$ cat src/rtl/carry_bypass_pkg.sv
// Shared types for the multi-word carry-bypass add/sub sequencer.
// State encoding and the adder slice width.
package carry_bypass_pkg;

  localparam int SLICE_W = 8;

  typedef enum logic [1:0] {
    IDLE = 2'd0,
    RUN  = 2'd1,
    DONE = 2'd2
  } state_e;

endpackage

$ cat src/rtl/carry_bypass_adder8.sv
// 8-bit carry-bypass adder: two 4-bit ripple blocks, each with
// a bypass path that forwards the block carry-in when all bits propagate.
module carry_bypass_adder8 (
  input  logic [7:0] a,
  input  logic [7:0] b,
  input  logic       cin,
  output logic [7:0] sum,
  output logic       cout
);

  logic c;
  logic cb;
  logic cr;
  logic p;

  // Ripple inside each block, skip the block when it fully propagates.
  always_comb begin
    sum = '0;
    c   = cin;
    cb  = 1'b0;
    cr  = 1'b0;
    p   = 1'b0;
    for (int blk = 0; blk < 2; blk++) begin
      cb = c;
      cr = c;
      for (int i = 0; i < 4; i++) begin
        sum[4*blk+i] = a[4*blk+i] ^ b[4*blk+i] ^ cr;
        cr = (a[4*blk+i] & b[4*blk+i])
           | (cr & (a[4*blk+i] ^ b[4*blk+i]));
      end
      p = &(a[4*blk+:4] ^ b[4*blk+:4]);
      c = p ? cb : cr;
    end
    cout = c;
  end

endmodule

$ cat src/rtl/carry_bypass_mw_add_ctrl.sv
// Multi-word add/sub sequencer on one shared 8-bit adder slice.
// One byte per cycle, LSB first, carry held in a register between bytes.
module carry_bypass_mw_add_ctrl
  import carry_bypass_pkg::*;
#(
  parameter int WORDS = 4,
  parameter int CNT_W = $clog2(WORDS) + 1
) (
  input  logic                     clk,
  input  logic                     rst,
  input  logic                     in_valid,
  output logic                     in_ready,
  input  logic [SLICE_W*WORDS-1:0] in_a,
  input  logic [SLICE_W*WORDS-1:0] in_b,
  input  logic                     in_cin,
  input  logic                     in_sub,
  output logic                     out_valid,
  input  logic                     out_ready,
  output logic [SLICE_W*WORDS-1:0] out_sum,
  output logic                     out_cout,
  output logic                     out_ovf
);

  localparam int IDX_W = (WORDS > 1) ? $clog2(WORDS) : 1;

  state_e state_q, state_d;

  logic [WORDS-1:0][SLICE_W-1:0] a_q, a_d;
  logic [WORDS-1:0][SLICE_W-1:0] b_q, b_d;
  logic [WORDS-1:0][SLICE_W-1:0] sum_q, sum_d;
  logic                          sub_q, sub_d;
  logic                          c_q, c_d;
  logic [CNT_W-1:0]              cnt_q, cnt_d;
  logic                          cout_q, cout_d;
  logic                          ovf_q, ovf_d;

  logic [IDX_W-1:0]   idx;
  logic [SLICE_W-1:0] sl_a;
  logic [SLICE_W-1:0] sl_b;
  logic [SLICE_W-1:0] sl_s;
  logic               sl_c;
  logic               last;

  // Slice index is forced to 0 outside RUN so it never leaves the array.
  always_comb begin
    idx  = (state_q == RUN) ? cnt_q[IDX_W-1:0] : '0;
    sl_a = a_q[idx];
    sl_b = sub_q ? ~b_q[idx] : b_q[idx];
    last = (cnt_q == CNT_W'(WORDS - 1));
  end

  carry_bypass_adder8 u_add (
    .a    (sl_a),
    .b    (sl_b),
    .cin  (c_q),
    .sum  (sl_s),
    .cout (sl_c)
  );

  // Next-state and datapath update for the IDLE/RUN/DONE sequence.
  always_comb begin
    state_d = state_q;
    a_d     = a_q;
    b_d     = b_q;
    sum_d   = sum_q;
    sub_d   = sub_q;
    c_d     = c_q;
    cnt_d   = cnt_q;
    cout_d  = cout_q;
    ovf_d   = ovf_q;
    unique case (state_q)
      IDLE: begin
        if (in_valid) begin
          a_d     = in_a;
          b_d     = in_b;
          sub_d   = in_sub;
          c_d     = in_sub | in_cin;
          cnt_d   = '0;
          state_d = RUN;
        end
      end
      RUN: begin
        sum_d[idx] = sl_s;
        c_d        = sl_c;
        cnt_d      = cnt_q + CNT_W'(1);
        if (last) begin
          cout_d  = sl_c;
          ovf_d   = sl_a[7] ^ sl_b[7] ^ sl_s[7] ^ sl_c;
          state_d = DONE;
        end
      end
      DONE: begin
        if (out_ready) state_d = IDLE;
      end
      default: state_d = IDLE;
    endcase
  end

  // State register.
  always_ff @(posedge clk) begin
    if (rst) state_q <= IDLE;
    else     state_q <= state_d;
  end

  // Operand, carry, counter and result registers.
  always_ff @(posedge clk) begin
    if (rst) begin
      a_q    <= '0;
      b_q    <= '0;
      sum_q  <= '0;
      sub_q  <= 1'b0;
      c_q    <= 1'b0;
      cnt_q  <= '0;
      cout_q <= 1'b0;
      ovf_q  <= 1'b0;
    end else begin
      a_q    <= a_d;
      b_q    <= b_d;
      sum_q  <= sum_d;
      sub_q  <= sub_d;
      c_q    <= c_d;
      cnt_q  <= cnt_d;
      cout_q <= cout_d;
      ovf_q  <= ovf_d;
    end
  end

  assign in_ready  = (state_q == IDLE);
  assign out_valid = (state_q == DONE);
  assign out_sum   = sum_q;
  assign out_cout  = cout_q;
  assign out_ovf   = ovf_q;

endmodule
$ cat config.mk
export PLATFORM = sky130hd
export DESIGN_NAME = carry_bypass_mw_add_ctrl
export DESIGN_NICKNAME = d
export VERILOG_FILES = /design/src/rtl/carry_bypass_pkg.sv /design/src/rtl/carry_bypass_adder8.sv /design/src/rtl/carry_bypass_mw_add_ctrl.sv
export SDC_FILE = /design/constraint.sdc
export NUM_CORES = 1
export LEC_CHECK = 0
export BUFFER_PORTS_ARGS = -buffer_cell sky130_fd_sc_hd__buf_2
export CAP_MARGIN = 20
export CORE_MARGIN = 1
export CORE_UTILIZATION = 50
export CTS_CLUSTER_DIAMETER = 150
export DETAILED_ROUTE_END_ITERATION = 10
export GPL_TIMING_DRIVEN = 0
export PLACE_DENSITY = 0.75
export SLEW_MARGIN = 20
export SYNTH_ARGS = -nofsm -noshare
export SYNTH_HDL_FRONTEND = slang
export SYNTH_SLANG_ARGS = --single-unit
$ cat constraint.sdc
create_clock -name clk -period 6.2 [get_ports clk]
set_clock_uncertainty 0.15 [all_clocks]
set_input_delay 0.62 -clock clk [delete_from_list [all_inputs] [get_ports clk]]
set_output_delay 0.62 -clock clk [all_outputs]
set_load 0.01 [all_outputs]
== Word level (Yosys, flattened, before mapping) ==
Cells that the tools add are included.
Storage, ports and cells
  bits of input ports: 70
  bits in registers: 105
  logic and storage cells: 101
  output and inout port bits: 36
Operators by class
  bitwise gates (word level): 46
  mux-type cells: 19
  $lt $le $gt $ge: 2
  eq/ne operators: 6
  add/sub/neg operators: 1
  reduce and logical (&&, ||, !) cells: 9
Operators by type and width (count)
  binary-select mux 8 bit (select 2 bit): 2
  bitwise mux 32 bit: 1
  2-to-1 mux 8 bit: 4
  XOR 1 bit: 18
  AND 1 bit: 16
  demux 8 bit (select 2 bit): 1
  OR 1 bit: 9
  2-to-1 mux 2 bit: 4
  inverter 8 bit: 1
  AND reduction 4 bit: 2
  XOR 4 bit: 2
  case mux 2 bit (3 select lines): 1
  case mux 3 bit (2 select lines): 1
  AND reduction 2 bit: 3
  inequality test 2 bit, second input constant: 2
  adder 3 x 1 -> 3 bit, second input constant: 1
  == test 3 x 2 -> 1 bit, second input constant: 1
  less-than comparator 2 x 3 -> 1 bit, second input constant: 1
  2-to-1 mux 1 bit: 3
  2-to-1 mux 3 bit: 1
  AND reduction 3 bit: 1
  == test 2 x 1 -> 1 bit, second input constant: 1
  == test 2 bit, second input constant: 1
  greater-or-equal comparator 2 x 1 -> 1 bit, second input constant: 1
  5 further kinds: 5

== Depth between registers and ports, before layout ==
Gate-level depths: netlist of run 1.
  depth in word-level cells: 26
  depth in mapped cells: 21
  gate-level depth less buffers: 18

== By module ==
Synthesis of run 1 repeated with hierarchy kept, for this count alone.
Unflattened totals
  cell total of the unflattened synthesis: 592
  area total of the unflattened synthesis: 4603.2 um^2
By module, submodules not included
  carry_bypass_mw_add_ctrl: seq. area each 2102.0 um^2, instances 1, area an instance 4270.3 um^2, cells each 562
  carry_bypass_adder8: seq. area each 0.0 um^2, instances 1, area an instance 332.8 um^2, cells each 30

== Least setup slack after synthesis of run 1 ==
Ideal clock, no wire load.
  path type: register to register
  start: register cnt_q[0]
  end: register ovf_q (netlist: out_ovf)
  stages on the path, launching flop included: 20
  slack: 0.781 ns
  path buffers: 2
  arrival time: 5.190 ns
  setup time: 0.080 ns
  required time: 5.970 ns
  clock period less this slack: 5.419 ns
  cell sequence: dfxtp_1 nor4bb_4 buf_6 buf_6 nand2_1 and4_1 fa_1 fa_1 fa_1 fa_1 mux2_2 fa_1 fa_1 inv_1 fa_1 fa_1 xor2_1 nor3_1 a21oi_1 nor3b_1
Between the ends
  elaborated cells between the ends (all ways): 50
  classes of those cells: eq/ne (1); mux (8); bitwise (38); reduce/logical (3)
RTL lines
  from (decl): line carry_bypass_mw_add_ctrl.sv:33  | logic [CNT_W-1:0] cnt_q, cnt_d;
  from (signal assigned): line carry_bypass_mw_add_ctrl.sv:122  | cnt_q <= cnt_d;
  2-to-1 mux 2 bit *: line carry_bypass_mw_add_ctrl.sv:46  | idx = (state_q == RUN) ? cnt_q[IDX_W-1:0] : '0;
  binary-select mux 8 bit (select 2 bit): line carry_bypass_mw_add_ctrl.sv:48  | sl_b = sub_q ? ~b_q[idx] : b_q[idx];
  2-to-1 mux 8 bit (not written as such): line carry_bypass_mw_add_ctrl.sv:48
  inverter 8 bit: line carry_bypass_mw_add_ctrl.sv:48
  2-to-1 mux 8 bit: line carry_bypass_mw_add_ctrl.sv:48
  XOR 1 bit: line carry_bypass_adder8.sv:29  | | (cr & (a[4*blk+i] ^ b[4*blk+i]));
  AND 1 bit: line carry_bypass_adder8.sv:29
  OR 1 bit: line carry_bypass_adder8.sv:29
  [... 8 more ...]
  OR 1 bit: line carry_bypass_adder8.sv:29
  AND 1 bit: line carry_bypass_adder8.sv:29
  OR 1 bit: line carry_bypass_adder8.sv:29
  AND 1 bit: line carry_bypass_adder8.sv:29
  OR 1 bit: line carry_bypass_adder8.sv:29
  XOR 1 bit *: line carry_bypass_adder8.sv:27  | sum[4*blk+i] = a[4*blk+i] ^ b[4*blk+i] ^ cr;
  net sl_s[7]: line carry_bypass_mw_add_ctrl.sv:40  | logic [SLICE_W-1:0] sl_s;
  XOR 1 bit * (2 in a row): line carry_bypass_mw_add_ctrl.sv:88  | ovf_d = sl_a[7] ^ sl_b[7] ^ sl_s[7] ^ sl_c;
  to (signal assigned): line carry_bypass_mw_add_ctrl.sv:124  | ovf_q <= ovf_d;
  to (decl): line carry_bypass_mw_add_ctrl.sv:35  | logic ovf_q, ovf_d;
The timed path passes the listed nets; every way through them passes the cells marked *. The select of a mux whose other input is x is not followed.
A chain may end at the register's enable or synchronous reset.

== Final worst setup path of run 1 ==
  start: register state_q[1]
  end: register ovf_q (netlist: out_ovf)
Between the ends
  elaborated cells between the ends (all ways): 50
  classes of those cells: eq/ne (1); mux (8); bitwise (38); reduce/logical (3)
RTL lines
  from (decl): line carry_bypass_mw_add_ctrl.sv:26  | state_e state_q, state_d;
  from (signal assigned): line carry_bypass_mw_add_ctrl.sv:102  | else state_q <= state_d;
  == test 2 x 1 -> 1 bit *: line carry_bypass_mw_add_ctrl.sv:46
  2-to-1 mux 2 bit *: line carry_bypass_mw_add_ctrl.sv:46
  binary-select mux 8 bit (select 2 bit): line carry_bypass_mw_add_ctrl.sv:48
  2-to-1 mux 8 bit (not written as such): line carry_bypass_mw_add_ctrl.sv:48
  inverter 8 bit: line carry_bypass_mw_add_ctrl.sv:48
  2-to-1 mux 8 bit: line carry_bypass_mw_add_ctrl.sv:48
  XOR 1 bit: line carry_bypass_adder8.sv:29
  AND 1 bit: line carry_bypass_adder8.sv:29
  [... 9 more ...]
  OR 1 bit: line carry_bypass_adder8.sv:29
  AND 1 bit: line carry_bypass_adder8.sv:29
  OR 1 bit: line carry_bypass_adder8.sv:29
  AND 1 bit: line carry_bypass_adder8.sv:29
  OR 1 bit: line carry_bypass_adder8.sv:29
  XOR 1 bit *: line carry_bypass_adder8.sv:27
  net sl_s[7]: line carry_bypass_mw_add_ctrl.sv:40
  XOR 1 bit * (2 in a row): line carry_bypass_mw_add_ctrl.sv:88
Marks and branches as above.

==> results by group, run 1 <==
Run status
  – Status: finished, final reports clean

Synthesis
  – Top post-synthesis cells by area: dfxtp_1 (45%), nand2_1 (13%), a21oi_1 (7.6%)
  – Post-synth EDFFs: 0
  – Syn Nets: 637
  – Area leader, netlist: dfxtp_1
  – Yosys cell types: 46
  – Top cell type's share of synthesized area: 44.9%
  – Post-synthesis sequential area ratio: roughly 45%
  – Async set-reset flop share out of synthesis: 0%
  – Gate Count Post-Synth: ~550
  – Top FF cell, synth: dfxtp_1
  – Syn_area_per_cell: about 8.5 sq um
  – Mapped Area: approximately 4700 sq um
  – Yosys reg bits: 105
  – Syn. warnings: 0

Clock network
  – Setup Fix Bufs, Post-CTS: 0
  – Clk pin slew, worst setup/hold paths: 0.09 ns
  – CTS root buffer: clkbuf_8
  – TritonCTS clock tree: yes
  – CTS max path bufs: 2
  – H-tree levels: 3
  – Latest clock arrival within the worst-skew pair: roughly 0.36 ns
  – Number of buffers created by CTS: 9
  – Hold-fix buffers, CTS: 0
  – Post-CTS Resized: 0
  – CTS Sinks: approximately 110

Drt
  – Post-route ant nets: 0
  – Drt wl/cell: ~15 microns
  – WL final: ~12000 microns
  – Vias/cell: between 5 and 6
  – Highest routed layer: met4
  – Met1 WL: 5220 microns
  – Initial DRC Count: roughly 190
  – DR pass1 iterations: 4
  – Routed wl met2: roughly 5400 microns
  – Via count: between 4000 and 5000
  – Metal3 WL: about 750 microns
  – Post-route DRC: 0

Place
  – Port Buf Inserts: ~100
  – DP HPWL: between 8000 and 9000 microns
  – Final Wtd Congestion: approximately 0.86

Power
  – Clock power frac: approximately 28%
  – Logic pwr share: 17.1%
  – Reg power frac: a little over half
  – Switching Share: 28.6%
  – Total power: 0.00134 W
  – Sw power: around 0.00038 W
  – Internal Power: roughly 0.00096 W
  – Lkg Pwr: between 2 and 2.5 nW
  – VDD IR max: 0.123 mV
  – Power Density: approximately 240 nW/um^2

Global routing
  – Vias in the first global route: about 4000
  – GRT overflow: 0
  – Largest net degree at the start of global routing: 17
  – Total global-route track usage: between 20% and 30%
  – Initial antenna violation count: 0
  – Global-route wire length before repair: between 15000 and 20000 microns

Setup path
  – Crit-path slowest cell: fa_1
  – Cell family with most CP delay: adder cells
  – Crit-path max cell delay: about 0.52 ns
  – Critical path buffer and inverter count: 4
  – Critical Path RT: between 6 and 7 ns
  – Crit Path Category: register to register
  – CP startpoint kind: register
  – Worst path cell trace: buf_4, nand2b_1, buf_6, nor3b_4, buf_6, nand2_1, and4_1, fa_1, fa_1, fa_1, fa_1, mux2_2, fa_1, fa_1, inv_1, fa_1, fa_1, xor2_2, nor4_1, a21oi_1, nor3b_1
  – CP max FO: 10
  – Kind of end point of the critical path: register
  – Most used cell, CP: fa_1
  – Crit path DAT: 6.01 ns

STA
  – Final setup vio count: 0
  – Final period utilization: around 95%
  – Min Clock Period, post-route: slightly below 6 ns
  – TNS Setup: 0 ns
  – Slew margin rel.: about 55%
  – Least-Margin Pin Slew: around 0.68 ns
  – Slew Limit Fails: 0
  – Max Fclk: between 150 and 200 MHz
  – RSZ-0062 raised after global routing: false
  – Final Hold Violating Endpoints: 0

Cells and area
  – Commonest cells after routing, fill and taps aside: nand2_1 (160), buf_2 (111), dfxtp_1 (104)
  – Most common cell after layout, fill and taps aside: nand2_1
  – Fillers: a little over 800
  – Layout cells sized above 1: 22.8%
  – N_diodes: 0
  – Area Overhead vs Synth: 17.8%
  – Number of nets in the layout: 752

Floorplan
  – DIE WIDTH: 98.8 microns
  – Die Ht: ~100 microns
  – Core area: 8890 sq um
  – I/O Pins: 106
  – Die ar.: about 9800 sq um
  – Initial Util: a little over half
  – Rows: 34

Run
  – MaxCap Viol Count: 0

Min path
  – Hold Path Class: register to register
## registers in the layout, summed over array words and instances, names as in the netlist
name	flops
c_q	1
a_q	32
out_ovf	1
out_cout	1
b_q	32
out_sum	32
sub_q	1
state_q	2
cnt_q	3
## cell type report
| class | count | area, sq um | share of cell area (%) |
|---|---|---|---|
| Buffer | 42 | 234 | 4.24 |
| Clock buffer | 10 | 138 | 2.49 |
| Clock inverter | 4 | 30.0 | 0.544 |
| Inverter | 4 | 15.0 | 0.272 |
| Multi-Input combinational cell | 398 | 2340 | 42.4 |
| Sequential cell | 105 | 2110 | 38.2 |
| Tap cell | 108 | 135 | 2.45 |
| Timing Repair Buffer | 104 | 520 | 9.44 |
## synthesized netlist by cell type, drive strengths merged (8+ instances only)
cell	number
buf	22
ha	10
a22o	8
dfxtp	105
mux2i	8
nand2	160
clkbuf	20
nand4	9
fa	8
a21oi	71
a211oi	24
nor2	42
xnor2	8
## cell families (layout without fill, tap and decap cells)
family                     after synthesis  after routing  synth area share (%)
adders and majority gates               18             18                  6.09
xor gates and xnor gates                15             15                  2.81
DFF                                    105            105                  44.9
and+or+nand+nor                        236            236                  22.2
buffers and inverters                   46            164                  5.32
AOI/OAI and AO/OA                      120            120                  16.7
muxes                                    9              9                  1.95
## power groups by stage
stage	combinational (W)	clock (W)	sequential, W
floorplan	0.000147	0	0.000745
global placement	0.000221	0	0.000745
detailed placement	0.000226	0	0.000746
CTS	0.000228	0.000385	0.000730
global route	0.000256	0.000409	0.000735
finish	0.000230	0.000381	0.000730
## worst paths after layout
| check | start | end | slack (ns) | depth (start not counted) |
|---|---|---|---|---|
| min reg2reg | a_q[3]$_SDFFE_PP0P_ | a_q[3]$_SDFFE_PP0P_ | 0.31 | 2 |
| max reg2reg | state_q[1]$_SDFFE_PP0P_ | out_ovf$_SDFFE_PP0P_ | 0.29 | 21 |
| min | a_q[3]$_SDFFE_PP0P_ | a_q[3]$_SDFFE_PP0P_ | 0.31 | 2 |
| max | state_q[1]$_SDFFE_PP0P_ | out_ovf$_SDFFE_PP0P_ | 0.29 | 21 |
## through the flow
step | worst slack, ns | cell area, sq um | instances | utilization, % | hold WS, ns
floorplan | 0.781 | 4680 | 549 | - | 0.286
global placement | 0.339 | 5340 | 761 | 60.0 | 0.293
detailed placement | 0.284 | 5340 | 761 | 60.0 | 0.297
CTS | 0.246 | 5510 | 775 | 61.9 | 0.311
global route | 0.00574 | 5520 | 775 | 62.0 | 0.330
finish | 0.294 | 5520 | 775 | 62.0 | 0.311
## metal layers
metal / up-vias / track usage (%)
met5: - / 0
met4: 0 / 6.66
met3: 18 / 4.40
met2: 147 / 41.6
met1: 1891 / 32.3
li1: 2088 / -
## tightest hold or removal path, delay by kind of cell (launching register included)
kind             cells  cell delay, ns
AO/OA/AOI/OAI        1            0.05
AND/OR/NAND/NOR      1            0.05
flip-flops           1            0.32
(Power assumes the default switching activity.)
==> run 2, diff against run 1 <==
--- a/config.mk
+++ b/config.mk
@@ -9,6 +9,7 @@
 export CAP_MARGIN = 20
 export CORE_MARGIN = 1
 export CORE_UTILIZATION = 50
+export CTS_BUF_LIST = sky130_fd_sc_hd__clkbuf_2 sky130_fd_sc_hd__clkbuf_4 sky130_fd_sc_hd__clkbuf_8
 export CTS_CLUSTER_DIAMETER = 150
 export DETAILED_ROUTE_END_ITERATION = 10
 export GPL_TIMING_DRIVEN = 0
@@ -16,4 +17,5 @@
 export SLEW_MARGIN = 20
 export SYNTH_ARGS = -nofsm -noshare
 export SYNTH_HDL_FRONTEND = slang
+export SYNTH_HIERARCHICAL = 1
 export SYNTH_SLANG_ARGS = --single-unit
==> run 2 against run 1 <==
Against the previous run:
- the run now ends with DRC left
- clock-buffer cell count is 1 higher
- maximum frequency fell by 0.49%
- register-to-register slack lost 0.03 ns
- via count is 4.7% higher
- setup slack got worse by 0.029 ns
- sequential power hardly changed
- first-iteration DRC count increased by 14%
- sequential cell count stayed put
- worst hold slack got worse by 0.0053 ns
- area after synthesis fell by 1.7%
- clock power rose by 12%
- global-route usage grew 1.3 points
- highest routed layer unchanged
==> results by group, run 2 <==
Run status
  – Status: finished with violations
  – Failing checks: DRC

Synthesis
  – Area leader, netlist: dfxtp_1
  – Top FF cell, synth: dfxtp_1
  – Post-synth EDFFs: 0
  – Syn Nets: 680
  – Mapped Area: about 4600 sq um
  – Gate Count Post-Synth: a little under 600
  – Post-synthesis sequential area ratio: approximately 46%
  – Top-count cell post-synth: nand2_1
  – Most frequent cells after synthesis: nand2_1 (213), a21oi_1 (109), dfxtp_1 (105)
  – Yosys reg bits: between 100 and 150
  – Yosys cell types: 37
  – Top post-synthesis cells by area: dfxtp_1 (46%), nand2_1 (17%), a21oi_1 (12%)
  – Top cell type's share of synthesized area: between 40% and 50%
  – Syn. warnings: 6
  – Async set-reset flop share out of synthesis: 0%
  – Syn_area_per_cell: 7.78 sq um

Cells and area
  – Most common cell after layout, fill and taps aside: nand2_1
  – Area Overhead vs Synth: 21.7%
  – Final instance area: between 5000 and 6000 sq um
  – Fillers: roughly 810
  – Layout cells sized above 1: 21.0%
  – N_diodes: 0
  – Commonest cells after routing, fill and taps aside: nand2_1 (212), a21oi_1 (109), buf_2 (105)
  – Number of nets in the layout: between 700 and 800
  – Final non-filler cell total: 822

Drt
  – Vias/cell: approximately 5.3
  – DR pass1 iterations: 8
  – Via count: approximately 4300
  – Drt wl/cell: between 10 and 15 microns
  – Post-route DRC: 6
  – Post-route ant nets: 0
  – Initial DRC Count: around 220
  – WL final: 12100 microns

STA
  – Final setup vio count: 0
  – Slew margin rel.: between 30 and 40%
  – TNS Setup: 0 ns
  – Slew Limit Fails: 0
  – Final Hold Violating Endpoints: 0
  – Min Clock Period, post-route: between 5 and 6 ns
  – Least-Margin Pin Slew: roughly 0.99 ns
  – RSZ-0062 raised after global routing: false
  – Final period utilization: between 90 and 100%
  – Max Fclk: between 150 and 200 MHz

Floorplan
  – Rows: 34
  – Die Ht: between 90 and 100 microns
  – I/O Pins: 106
  – Die ar.: 9590 sq um
  – Initial Util: 52.3%
  – Core area: slightly below 9000 sq um
  – DIE WIDTH: around 100 microns

Min path
  – Hold path depth: 2
  – Hold Path Class: register to register

Power
  – VDD IR max: between 0.1 and 0.15 mV
  – Power Density: 250 nW/um^2
  – Total power: around 0.0014 W
  – Lkg Pwr: 2.29 nW

Setup path
  – Critical path buffer and inverter count: 6
  – Critical Path RT: around 6.3 ns
  – CP max FO: 10
  – Kind of end point of the critical path: register
  – Crit Path Category: register to register
  – Crit path DAT: between 6 and 7 ns
  – Crit-path slowest cell: or4_1
  – CP startpoint kind: register
  – Cell family with most CP delay: adder cells
  – Most used cell, CP: fa_1
  – R2R depth: 23
  – Worst R2R Setup Slack: between 0.2 and 0.3 ns
  – Stages on worst setup path: 23
  – Crit-path max cell delay: 0.46 ns
  – Worst path cell trace: buf_6, buf_12, mux2i_4, nor2_4, a221oi_4, xnor2_2, fa_1, inv_1, fa_1, inv_1, fa_1, fa_1, mux2_4, fa_1, fa_2, fa_1, inv_1, fa_1, inv_2, xor2_1, and3_1, or4_1, a311oi_1

Clock network
  – Number of buffers created by CTS: 9
  – CTS root buffer: clkbuf_8
  – TritonCTS clock tree: yes
  – H-tree levels: 3
  – Clk pin slew, worst setup/hold paths: 0.09 ns
  – Latest clock arrival within the worst-skew pair: 0.36 ns
  – CTS max path bufs: 2
  – CTS Sinks: roughly 110

Global routing
  – Total global-route track usage: roughly a quarter
  – GRT overflow: 0
  – Global-route wire length before repair: between 15000 and 20000 microns
  – Largest net degree at the start of global routing: 17
  – Vias in the first global route: between 4000 and 5000
  – Initial antenna violation count: 0

Place
  – Final Wtd Congestion: approximately 0.85
  – DP HPWL: ~9000 microns
  – Port Buf Inserts: 104
  – Placed cells: 804
  – Placed Area: ~5300 sq um

Run
  – MaxCap Viol Count: 0
run 2: cells by family after synthesis:
group	synth area share (%)
simple gates	22.6
flops	45.7
xor+xnor	1.52
fa+ha+maj	6.20
compound gates	15.8
mux	3.64
buf+inv	4.57
run 2: through the flow:
stage / utilization [%] / setup slack, ns / hold WS, ns
after floorplan: - / 0.164 / 0.282
after global placement: 59.7 / -0.339 / 0.291
after detailed placement: 59.7 / -0.466 / 0.295
after CTS: 62.3 / 0.00575 / 0.307
after global routing: 63.6 / 0.0204 / 0.326
final: 63.6 / 0.265 / 0.306
run 2: area by class of cell:
type | instances | area [sq um] | area share (%)
multi-input cells | 436 | 2370 | 42.4
flip-flops and latches | 105 | 2110 | 37.7
repair buffers | 107 | 543 | 9.69
plain buffers | 39 | 203 | 3.62
clock buffers | 11 | 139 | 2.48
well taps | 108 | 135 | 2.41
clock inverters | 4 | 53.8 | 0.960
inverters | 12 | 45.0 | 0.804
run 2: worst paths after layout:
path / startpoint / end
worst min register to register: out_sum[10]$_SDFFE_PP0P_ / out_sum[10]$_SDFFE_PP0P_
worst min-delay path: out_sum[10]$_SDFFE_PP0P_ / out_sum[10]$_SDFFE_PP0P_
worst max register to register: cnt_q[1]$_SDFFE_PP0P_ / out_ovf$_SDFFE_PP0P_
worst max-delay path: cnt_q[1]$_SDFFE_PP0P_ / out_ovf$_SDFFE_PP0P_
run 2: metal layers:
metal	wire length (microns)	vias to the layer above	global-route usage, %	share of wire (%)
met5	0	-	0	0
met2	5810	143	44.3	48
met1	5410	1994	33.6	45
met4	253	0	9.67	2.1
li1	-	2176	-	-
met3	640	25	3.15	5.3
run 2: repair_timing:
action / CTS / global route
resized for setup: 12 / 27
setup buffers: 0 / 3
hold buffers: 0 / 0
pin swaps: 0 / 2
endpoints found under the setup margin: 1 / 1
run 2: tightest hold or removal path: stages, from the launching register on:
cell and delay (ns):
dfxtp_1 0.32, nand2_1 0.05, a21oi_1 0.05
run 2: where the power goes:
part	switching, W	internal [W]	total [W]
logic	0.000151	0.0000962	0.000247
registers	0.0000207	0.000708	0.000729
clock network	0.000229	0.000195	0.000425
==> run 3, diff against run 2 <==
--- a/config.mk
+++ b/config.mk
@@ -12,7 +12,6 @@
 export CTS_BUF_LIST = sky130_fd_sc_hd__clkbuf_2 sky130_fd_sc_hd__clkbuf_4 sky130_fd_sc_hd__clkbuf_8
 export CTS_CLUSTER_DIAMETER = 150
 export DETAILED_ROUTE_END_ITERATION = 10
-export GPL_TIMING_DRIVEN = 0
 export PLACE_DENSITY = 0.75
 export SLEW_MARGIN = 20
 export SYNTH_ARGS = -nofsm -noshare
==> run 3 against run 2 <==
Against the previous run:
- the run still ends with DRC left
- global-route usage shrank 1.4 points
- total power hardly changed
- sequential power about the same
- critical path depth fell by 2
- cell area down 3.0%
- setup slack improved by 0.016 ns
- routed wire length fell by 8.1%
- die area unchanged
- highest routed layer unchanged
==> results by group, run 3 (synthesis gave the netlist of run 2 again) <==
Run status
  – Status: finished with violations
  – Failing checks: DRC

STA
  – Slew Limit Fails: 0
  – Max Fclk: between 150 and 200 MHz
  – Final setup vio count: 0
  – Min Clock Period, post-route: slightly below 6 ns
  – Least-Margin Pin Slew: ~1.0 ns
  – Final Hold Violating Endpoints: 0
  – Final period utilization: ~95%
  – Slew margin rel.: between 30 and 40%
  – RSZ-0062 raised after global routing: false
  – Worst hold slack: between 0.3 and 0.4 ns
  – TNS Setup: 0 ns

Clock network
  – Post-CTS Resized: 0
  – CTS Sinks: 105
  – Setup Fix Bufs, Post-CTS: 0
  – H-tree levels: 3
  – Hold-fix buffers, CTS: 0
  – Number of buffers created by CTS: 9
  – TritonCTS clock tree: yes
  – CTS root buffer: clkbuf_8
  – Clk pin slew, worst setup/hold paths: about 0.09 ns
  – CTS max path bufs: 2
  – Latest clock arrival within the worst-skew pair: ~0.38 ns

Cells and area
  – Number of nets in the layout: roughly 770
  – Util after Layout: about three fifths
  – Commonest cells after routing, fill and taps aside: nand2_1 (212), a21oi_1 (108), buf_2 (105)
  – Layout cells sized above 1: a little over a fifth
  – Most common cell after layout, fill and taps aside: nand2_1
  – Fillers: 836
  – Area Overhead vs Synth: 18.1%
  – N_diodes: 0

Global routing
  – GR Util met1: 31.2%
  – Vias in the first global route: a little over 4000
  – GRT overflow: 0
  – GR peak layer: met2
  – Total global-route track usage: 24.5%
  – Initial antenna violation count: 0
  – M2 GR Usage: 40.8%
  – Global-route wire length before repair: 18900 microns
  – GR Util met3: just over 6%
  – Largest net degree at the start of global routing: about 110

Place
  – Port Buf Inserts: about 110
  – Final Wtd Congestion: between 0.8 and 0.9
  – DP HPWL: roughly 8000 microns

Power
  – VDD IR max: about 0.12 mV
  – Power Density: approximately 260 nW/um^2
  – Lkg Pwr: around 2.3 nW
  – Total power: between 0.001 and 0.0015 W

Setup path
  – Worst R2R Setup Slack: 0.28 ns
  – Critical Path RT: roughly 6.3 ns
  – Crit path DAT: about 6.1 ns
  – R2R depth: 21
  – CP startpoint kind: register
  – Kind of end point of the critical path: register
  – Crit Path Category: register to register
  – CP max FO: 14

Floorplan
  – Rows: 34
  – I/O Pins: between 100 and 150
  – Core area: 8810 sq um
  – Initial Util: a little over half
  – Die ar.: between 9000 and 10000 sq um
  – DIE WIDTH: 98.0 microns
  – Die Ht: approximately 98 microns

Drt
  – Initial DRC Count: 195
  – Post-route ant nets: 0
  – Post-route DRC: 6
  – DR pass1 iterations: 9
  – Vias/cell: approximately 5.3
  – Drt wl/cell: between 10 and 15 microns
  – Via count: ~4200
  – WL final: between 10000 and 15000 microns

Min path
  – Hold Path Class: register to register
  – Hold path depth: 2

Run
  – MaxCap Viol Count: 0
run 3: changes by cell type in the layout (fill, tap and decap cells not counted), sizes merged:
cell	delta
buf	-2
clkbuf	-27
clkinv	+1
clkinvlp	-1
inv	+1
run 3: metal layers:
metal | vias to the layer above | share of wire (%)
met5 | - | 0
met4 | 0 | 1.7
met3 | 22 | 6.1
met2 | 135 | 48
met1 | 1910 | 44
li1 | 2111 | -
run 3: where the power goes:
group          leakage [nW]  internal, W  total [W]  switching (W)
registers             0.859     0.000708   0.000730      0.0000214
clock network         0.106     0.000211   0.000444       0.000233
logic                  1.30    0.0000874   0.000225       0.000138
run 3: critical path, stage by stage, from the launching register on:
cell and delay [ns]:
dfxtp_2 0.40, buf_6 0.19, o21ai_1 0.11, a221oi_2 0.25, xnor2_1 0.15, fa_1 0.42, inv_1 0.08, fa_1 0.18
inv_1 0.05, fa_1 0.38, fa_1 0.38, mux2_4 0.28, fa_1 0.40, fa_1 0.40, fa_1 0.39, inv_1 0.08
fa_1 0.42, inv_2 0.11, xor2_1 0.09, and3_1 0.20, or4_1 0.46, a311oi_1 0.27
run 3: worst paths after layout:
kind / from / to
min: out_sum[0]$_SDFFE_PP0P_ / out_sum[0]$_SDFFE_PP0P_
min reg2reg: out_sum[0]$_SDFFE_PP0P_ / out_sum[0]$_SDFFE_PP0P_
max: cnt_q[1]$_SDFFE_PP0P_ / out_ovf$_SDFFE_PP0P_
max reg2reg: cnt_q[1]$_SDFFE_PP0P_ / out_ovf$_SDFFE_PP0P_
run 3: through the flow:
| stage | std cells | instance area, sq um | setup WS [ns] |
|---|---|---|---|
| after floorplan | 592 | 4600 | 0.164 |
| after global placement | 778 | 5190 | 0.357 |
| after detailed placement | 778 | 5200 | 0.144 |
| after CTS | 794 | 5410 | 0.102 |
| after global routing | 794 | 5440 | 0.0443 |
| final | 794 | 5440 | 0.281 |
run 3: layout make-up:
cell class                 count  area [sq um]  share of cell area, %
tap                          108           135                   2.49
clock inverter                 5          60.1                   1.10
multi-input combinational    436          2320                   42.6
clock buffer                  11           151                   2.78
sequential                   105          2110                   38.7
inverter                      12          45.0                  0.829
timing repair buffer         117           623                   11.5
